<file path="src/rtl/count_stepper.sv">
// count_stepper
//   Command-side initiator for a load/inc/dec up/down counter. It accepts a
//   target value over a valid/ready handshake. It then walks the counter to
//   that value, either with inc/dec steps (req_mode=0) or with one direct
//   load (req_mode=1). It reports completion with a one-cycle done pulse,
//   qualified by err.
//
//   Handshake: a request transfers on a rising edge where req_valid and
//   req_ready are both 1. req_ready is 1 only in IDLE. While busy, req_valid
//   is ignored and the request is not queued.
//
// Parameters
//   N          counter data width (must match the counter instance)
//   MAX_STEPS  inc/dec cycles allowed per request before abort with err
//
// Ports
//   clk         rising-edge clock
//   reset       asynchronous, active-low reset
//   req_valid   request present
//   req_ready   stepper idle; request accepted when req_valid & req_ready
//   req_target  target count value
//   req_mode    0 = step with inc/dec, 1 = direct load of req_target
//   load/inc/dec/din  commands to the counter (din valid while load=1)
//   count/saturated/zeroed  status from the counter
//   done        one-cycle completion pulse
//   err         qualifies done: 1 = aborted/failed
//   state_dbg   current FSM state encoding (debug observation)
//
// Optional feature
//   COUNT_STEPPER_SVA_EN  when defined, concurrent assertions are compiled in.
module count_stepper #(
  parameter int N         = 8,
  parameter int MAX_STEPS = 255
) (
  input  logic         clk,
  input  logic         reset,
  input  logic         req_valid,
  output logic         req_ready,
  input  logic [N-1:0] req_target,
  input  logic         req_mode,
  output logic         load,
  output logic         inc,
  output logic         dec,
  output logic [N-1:0] din,
  input  logic [N-1:0] count,
  input  logic         saturated,
  input  logic         zeroed,
  output logic         done,
  output logic         err,
  output logic [2:0]   state_dbg
);

  typedef enum logic [2:0] {
    S_IDLE  = 3'd0,
    S_LOAD  = 3'd1,
    S_CHECK = 3'd2,
    S_STEP  = 3'd3,
    S_DONE  = 3'd4
  } state_t;

  localparam logic [N:0] STEP_LIMIT = (N+1)'(MAX_STEPS);

  state_t       state, state_nx;
  logic [N-1:0] target_q;
  logic [N:0]   steps_q;
  logic         err_q, err_nx;

  logic accept;
  logic want_inc, want_dec, at_target;
  logic limit_hit, guard_hit, step_go;

  assign accept    = req_valid & req_ready;
  assign want_inc  = (count < target_q);
  assign want_dec  = (count > target_q);
  assign at_target = (count == target_q);
  assign limit_hit = (steps_q == STEP_LIMIT);
  // The counter claims it cannot move in the wanted direction, so the
  // counter and this stepper disagree about its state.
  assign guard_hit = (want_inc & saturated) | (want_dec & zeroed);
  // A step command is issued only when no STEP exit condition applies.
  assign step_go   = (state == S_STEP) & ~at_target & ~limit_hit & ~guard_hit;

  // State register and datapath registers
  always_ff @(posedge clk or negedge reset) begin
    if (!reset) begin
      state    <= S_IDLE;
      target_q <= '0;
      steps_q  <= '0;
      err_q    <= 1'b0;
    end else begin
      state <= state_nx;
      err_q <= err_nx;
      if (accept) begin
        target_q <= req_target;
        steps_q  <= '0;
      end else if (step_go) begin
        steps_q  <= steps_q + 1'b1;
      end
    end
  end

  // Next-state logic
  always_comb begin
    state_nx = state;
    err_nx   = err_q;
    unique case (state)
      S_IDLE: begin
        if (accept) begin
          state_nx = req_mode ? S_LOAD : S_STEP;
          err_nx   = 1'b0;
        end
      end
      S_LOAD:  state_nx = S_CHECK;
      // The load took effect on the edge entering CHECK, so count is current.
      S_CHECK: begin
        state_nx = S_DONE;
        err_nx   = (count != target_q);
      end
      S_STEP: begin
        if (at_target) begin
          state_nx = S_DONE;
          err_nx   = 1'b0;
        end else if (limit_hit || guard_hit) begin
          state_nx = S_DONE;
          err_nx   = 1'b1;
        end
      end
      S_DONE:  state_nx = S_IDLE;
      default: state_nx = S_IDLE;
    endcase
  end

  // Output logic
  always_comb begin
    req_ready = (state == S_IDLE);
    load      = (state == S_LOAD);
    din       = (state == S_LOAD) ? target_q : '0;
    inc       = step_go & want_inc;
    dec       = step_go & want_dec;
    done      = (state == S_DONE);
    err       = (state == S_DONE) & err_q;
    state_dbg = state;
  end

`ifdef COUNT_STEPPER_SVA_EN
  a_onehot_cmd: assert property (@(posedge clk) disable iff (!reset)
    $onehot0({load, inc, dec}));
  a_done_pulse: assert property (@(posedge clk) disable iff (!reset)
    done |=> !done);
  a_err_with_done: assert property (@(posedge clk) disable iff (!reset)
    err |-> done);
  a_ready_busy: assert property (@(posedge clk) disable iff (!reset)
    (state != S_IDLE) |-> !req_ready);
  a_no_inc_sat: assert property (@(posedge clk) disable iff (!reset)
    saturated |-> !inc);
  a_no_dec_zero: assert property (@(posedge clk) disable iff (!reset)
    zeroed |-> !dec);
`else
`endif

endmodule
</file>
<file path="config.mk">
export PLATFORM = sky130hd
export DESIGN_NAME = count_stepper
export DESIGN_NICKNAME = d
export VERILOG_FILES = /design/src/rtl/count_stepper.sv
export SDC_FILE = /design/constraint.sdc
export NUM_CORES = 1
export LEC_CHECK = 0
export CAP_MARGIN = 20
export CORE_AREA = 3 3 61 63
export CTS_BUF_LIST = sky130_fd_sc_hd__clkbuf_16
export CTS_CLUSTER_SIZE = 16
export DETAILED_ROUTE_END_ITERATION = 10
export DIE_AREA = 0 0 64 66
export HOLD_SLACK_MARGIN = 0.12
export PLACE_DENSITY = 0.73
export SKIP_LAST_GASP = 1
export SLEW_MARGIN = 30
export SYNTH_ARGS = -nofsm -noshare
export SYNTH_HDL_FRONTEND = slang
export SYNTH_SLANG_ARGS = --single-unit
</file>
<file path="constraint.sdc">
create_clock -name clk -period 6.1 [get_ports clk]
set_input_delay 1.22 -clock clk [delete_from_list [all_inputs] [get_ports clk]]
set_output_delay 1.22 -clock clk [all_outputs]
set_load 0.05 [all_outputs]
</file>
==> Word-level counts from Yosys, hierarchy flattened <==
Cells that the tools add are included.
{ "totals": {"in_bits": 22, "word_cells": 47, "regBits": 21} }
{ "classes": {"mux": 12, "order_cmp": 2, "reduce_logical": 6, "n_bitwise": 13, "eq_ne": 9, "n_addsub": 1} }
{ "ops": {"columns": ["cell", "count"], "rows": [
  ["$mux 9", 2],
  ["$pmux 3 s4", 1],
  ["$add 9x1->9 const B", 1],
  ["$and 1x1->1", 9],
  ["$eq 9x8->1 const B", 1],
  ["$mux 3", 3],
  ["$eq 8x8->1", 1],
  ["$gt 8x8->1", 1],
  ["$lt 8x8->1", 1],
  ["$mux 8", 1],
  ["$ne 8x8->1", 1],
  ["$eq 3x2->1 const B", 2],
  ["$eq 3x1->1 const B", 1],
  ["$eq 3x3->1 const B", 1],
  ["$logic_not 3->1", 1],
  ["$mux 1", 3],
  ["$ne 3x2->1 const B", 1],
  ["$not 1->1", 3],
  ["$pmux 1 s3", 1],
  ["$reduce_and 3->1", 1],
  ["$reduce_bool 3->1", 1],
  ["$mux 2", 1],
  ["$ne 2x1->1 const B", 1],
  ["$reduce_and 2->1", 1],
  ["other kinds (3)", 3]
]} }

==> Depth between registers and ports, before layout <==
Gate-level depths: netlist of the first run.
{ "depth": {"ltp_word": 7, "mapped_depth": 9, "mapped_depth_nobuf": 8} }

==> Least setup slack after synthesis of the first run <==
Ideal clock, no wire load.
{ "synth_timing": {"path_type": "input to output", "startpoint": "in count[1]", "endpoint": "out dec", "required_ns": 4.880, "path_stages": 7, "path_slack_ns": 1.701, "t_arrival_ns": 3.179, "path_cell_list": "ha_1 -> nor2b_1 -> o211ai_1 -> a21o_1 -> a311oi_4 -> nand2_4 -> nor3b_2"} }
{ "synth_between": {"elab_chain_len": 6, "word_cells_on_any_way": 12, "classes_between": "order compare: 2; eq/ne: 1; bitwise: 9"} }
{ "synth_rtl": {"columns": ["item", "line_no", "text"], "rows": [
  ["start, declared", "45", "input logic [N-1:0] count,"],
  ["$lt 8x8->1, or another cell as far along", "73", "assign want_inc = (count < target_q);"],
  ["$and 1x1->1 / $not 1->1 (equally long branches)", "79, 81", null],
  ["$or 1x1->1 / $and 1x1->1 (equally long branches)", "79, 81", null],
  ["$not 1->1 / $and 1x1->1 (equally long branches)", "81", "assign step_go = (state == S_STEP) & ~at_target & ~limit_hit & ~guard_hit;"],
  ["$and 1x1->1", "81", null],
  ["$and 1x1->1 *", "139", "dec = step_go & want_dec;"],
  ["end, declared", "43", "output logic dec,"]
]} }
Mark *: on every way between the ends. The rest lies on a longest branch, timed or not.

==> Worst setup path after layout of the first run <==
Same ends and word-level chain as after synthesis.

==> results.yml, run 1 <==
global_route:
  antenna_found_initial: 0
  overflow: 0
  grtUsageMet1_pct: 17.32
  use_met3_pct: 4.082
  grt_pass1_vias: 1098
  grt_pass1_wl_microns: 5078
  grtUsageMet2_pct: 28.90
  grt-busiest-layer: "met2"
  grt_util_all_layers_pct: 15.40
  grt_max_degree: 22
clock_tree:
  ctsHtreeMaxLevel: 1
  cts_buffers: 3
  cts.sinks: 21
  clk_path_buf_depth: 2
  cts_tree: "built"
  clkLatencyLatePin_ns: 0.25
  cts-root-buf: "clkbuf_16"
  cts_resized: 0
  cts_setup_buffers: 0
  cts_hold_buf: 0
  clk_pin_slew_worst_paths_ns: 0.05
floorplanning:
  fp.coreArea_sq_um: 3284
  start_util_pct: 39.35
  ios: 39
  die_h_microns: 66
  fp-row-count: 21
  die_area_sq_um: 4224
  die-width_microns: 64
drt:
  drt-initial-drc-count: 29
  wl_microns: 3008
  vias_per_cell: 4.958
  drtPass1Iterations: 4
  num_vias: 1071
  ant_nets: 0
  wl_per_cell_microns: 13.93
  drc_errors: 0
place:
  numPortBuffers: 38
  dp_hpwl_microns: 2377
  gp_congestion: 0.7673
critical_path:
  cp_slowest_cell: "clkdlybuf4s50_1"
  critPathLaunchType: "input port"
  cp-end-kind: "output port"
  path_buf_inv: 2
  crit_chain: "clkdlybuf4s50_1 -> ha_1 -> nor2b_1 -> o211ai_1 -> a21o_1 -> a311oi_4 -> nand2_4 -> nor3b_2 -> clkdlybuf4s50_1"
  worstSetupPathType: "in2out"
  cp_top_family: "buffers and inverters"
  cp.required_ns: 4.88
  critPathMaxFanout: 10
  cpMostUsedCell: "clkdlybuf4s50_1"
  worstPathArrival_ns: 4.12
  cpPeakStageDelay_ns: 0.82
timing:
  clock_skew_ns: 0.003600
  finalHoldViolCount: 0
  maxSlewHeadroom_pct: 54.65
  min_period_ns: 5.338
  layout_worst_path_cycle_share_pct: 87.51
  setup_viol: 0
  worst_pin_slew_ns: 0.6786
  slew_violations: 0
  fmax_mhz: 187.3
  rsz0062_at_grt: "no"
  tns_ns: 0
power_and_ir_drop:
  internal_power_mw: 0.4451
  switchingPower_mw: 0.3727
  swShare_pct: 45.58
  pwr-share-comb_pct: 55.1
  pwr-share-clk_pct: 16.5
  ir_worst_vdd_mv: 0.1459
  p_leak_nw: 0.8924
  seq_power_share_pct: 28.4
  p_per_area_nw_per_um2: 457.4
synthesis:
  ys_warn_count: 0
  ys_seq_area_share_pct: 40.66
  synth.distinct_cells: 31
  avgSynthCellArea_sq_um: 9.866
  syn_inst: 131
  ys_ff_latch: 21
  syn-num-nets: 163
  syn_area_sq_um: 1292
finish:
  final_nets: 203
  drive_gt1_share_pct: 9.412
  diodes: 0
  areaGrowthSynthToFinish_pct: 38.33
  postLayoutCoreUtil_pct: 54.44
  seqCellArea_sq_um: 525.5
  multi_input_area_sq_um: 705.7
  nFillCells: 277
status:
  outcome: "finished, final reports clean"
flow_run:
  drv_cap: 0
worst_hold_path:
  min_path_type: "reg2reg"
[per-layer routing]
layer  up-vias  wire (microns)
li1        537               -
met1       503            1302
met2        27            1536
met3         4             148
met4         0              21
met5         -               0
[layout make-up]
type | count | share of cell area [%]
Inverter | 12 | 2.519
Tap cell | 46 | 3.219
Sequential cell | 21 | 29.39
Timing Repair Buffer | 38 | 20.99
Clock buffer | 3 | 4.199
Multi-Input combinational cell | 95 | 39.47
Clock inverter | 1 | 0.2099
[power by group through the flow]
stage               registers, mW  logic, mW  clock network [mW]
finish                      0.232      0.451               0.135
global route                0.241      0.485               0.145
global placement            0.229      0.443                   0
detailed placement          0.234      0.455                   0
floorplan                   0.247      0.303                   0
CTS                         0.231      0.456               0.139
[registers in the layout (all words and copies together) (netlist names)]
register	count
err_q	1
state_dbg	3
steps_q	9
target_q	8
[cells by family after synthesis]
kind of cell | after synthesis | synth area share (%)
simple gates | 56 | 23.52
flops | 21 | 40.66
mux | 17 | 13.94
buf+inv | 15 | 4.743
compound gates | 12 | 7.455
fa+ha+maj | 10 | 9.681
[synthesized netlist by cell type]
master | count | share of area (%)
nor2_1 | 9 | 2.6
nand3b_1 | 1 | 0.58
a31oi_1 | 1 | 0.48
a21o_1 | 1 | 0.58
nand2_1 | 12 | 3.5
o21bai_1 | 1 | 0.58
inv_1 | 12 | 3.5
nor2b_1 | 2 | 0.97
or2b_1 | 1 | 0.58
ha_1 | 10 | 9.7
a211oi_1 | 1 | 0.58
nand2b_1 | 1 | 0.48
mux2i_1 | 9 | 7.0
a311oi_4 | 1 | 2.0
nand3_1 | 3 | 1.2
a31o_2 | 1 | 0.68
nand2_4 | 1 | 0.87
a21oi_1 | 4 | 1.5
nor3b_1 | 1 | 0.58
o211ai_1 | 1 | 0.58
dfrtp_1 | 21 | 41
nor3_1 | 4 | 1.5
o21ai_0 | 1 | 0.39
buf_4 | 1 | 0.58
and3_1 | 13 | 6.3
buf_2 | 1 | 0.39
and2_1 | 2 | 0.97
clkbuf_1 | 1 | 0.29
nor3b_2 | 1 | 0.97
nand4_1 | 5 | 2.4
mux2_2 | 8 | 7.0
[placed cells by master (no fill, tap or decap), types with 2 or more instances in the layout]
cell type / synthesis / final
mux2i_1: 9 / 9
and2_1: 2 / 2
nor2b_1: 2 / 2
nand4_1: 5 / 5
mux2_2: 8 / 8
clkdlybuf4s50_1: 0 / 37
clkbuf_16: 0 / 3
nand2_1: 12 / 12
nor2_1: 9 / 9
nand3_1: 3 / 3
nor3_1: 4 / 4
inv_1: 12 / 13
a21oi_1: 4 / 4
dfrtp_1: 21 / 21
ha_1: 10 / 10
and3_1: 13 / 13
[metrics by stage]
step	setup WS (ns)	power (mW)	cells	cell area (sq um)	hold WS, ns
after detailed placement	0.7716	0.6890	212	1714	0.4719
after CTS	0.7657	0.8262	216	1793	0.4811
after global placement	0.8584	0.6718	212	1714	0.4636
final	0.7617	0.8178	216	1788	0.4821
after floorplan	1.701	0.5502	131	1292	0.4372
after global routing	0.6713	0.8713	216	1788	0.5174
[worst paths after layout]
check / endpoint / cells past startpoint / slack [ns] / from
worst max-delay path: dec / 9 / 0.76 / count[1]
worst min-delay path: steps_q[6]$_DFFE_PN0P_ / 1 / 0.48 / steps_q[6]$_DFFE_PN0P_
worst max register to register: steps_q[7]$_DFFE_PN0P_ / 7 / 3.86 / steps_q[0]$_DFFE_PN0P_
worst min register to register: steps_q[6]$_DFFE_PN0P_ / 1 / 0.48 / steps_q[6]$_DFFE_PN0P_
max in group asynchronous: target_q[5]$_DFFE_PN0P_ / 1 / 4.84 / reset
min in group asynchronous: target_q[0]$_DFFE_PN0P_ / 1 / 0.93 / reset
No activity file was read; power rests on OpenSTA's default activity.
==> run 2: changes to the inputs <==
Settings changed: GPL_ROUTABILITY_DRIVEN set to 0.
==> results of run 2 <==
No change in the layout: final DEF, timing and power equal those of run 1.
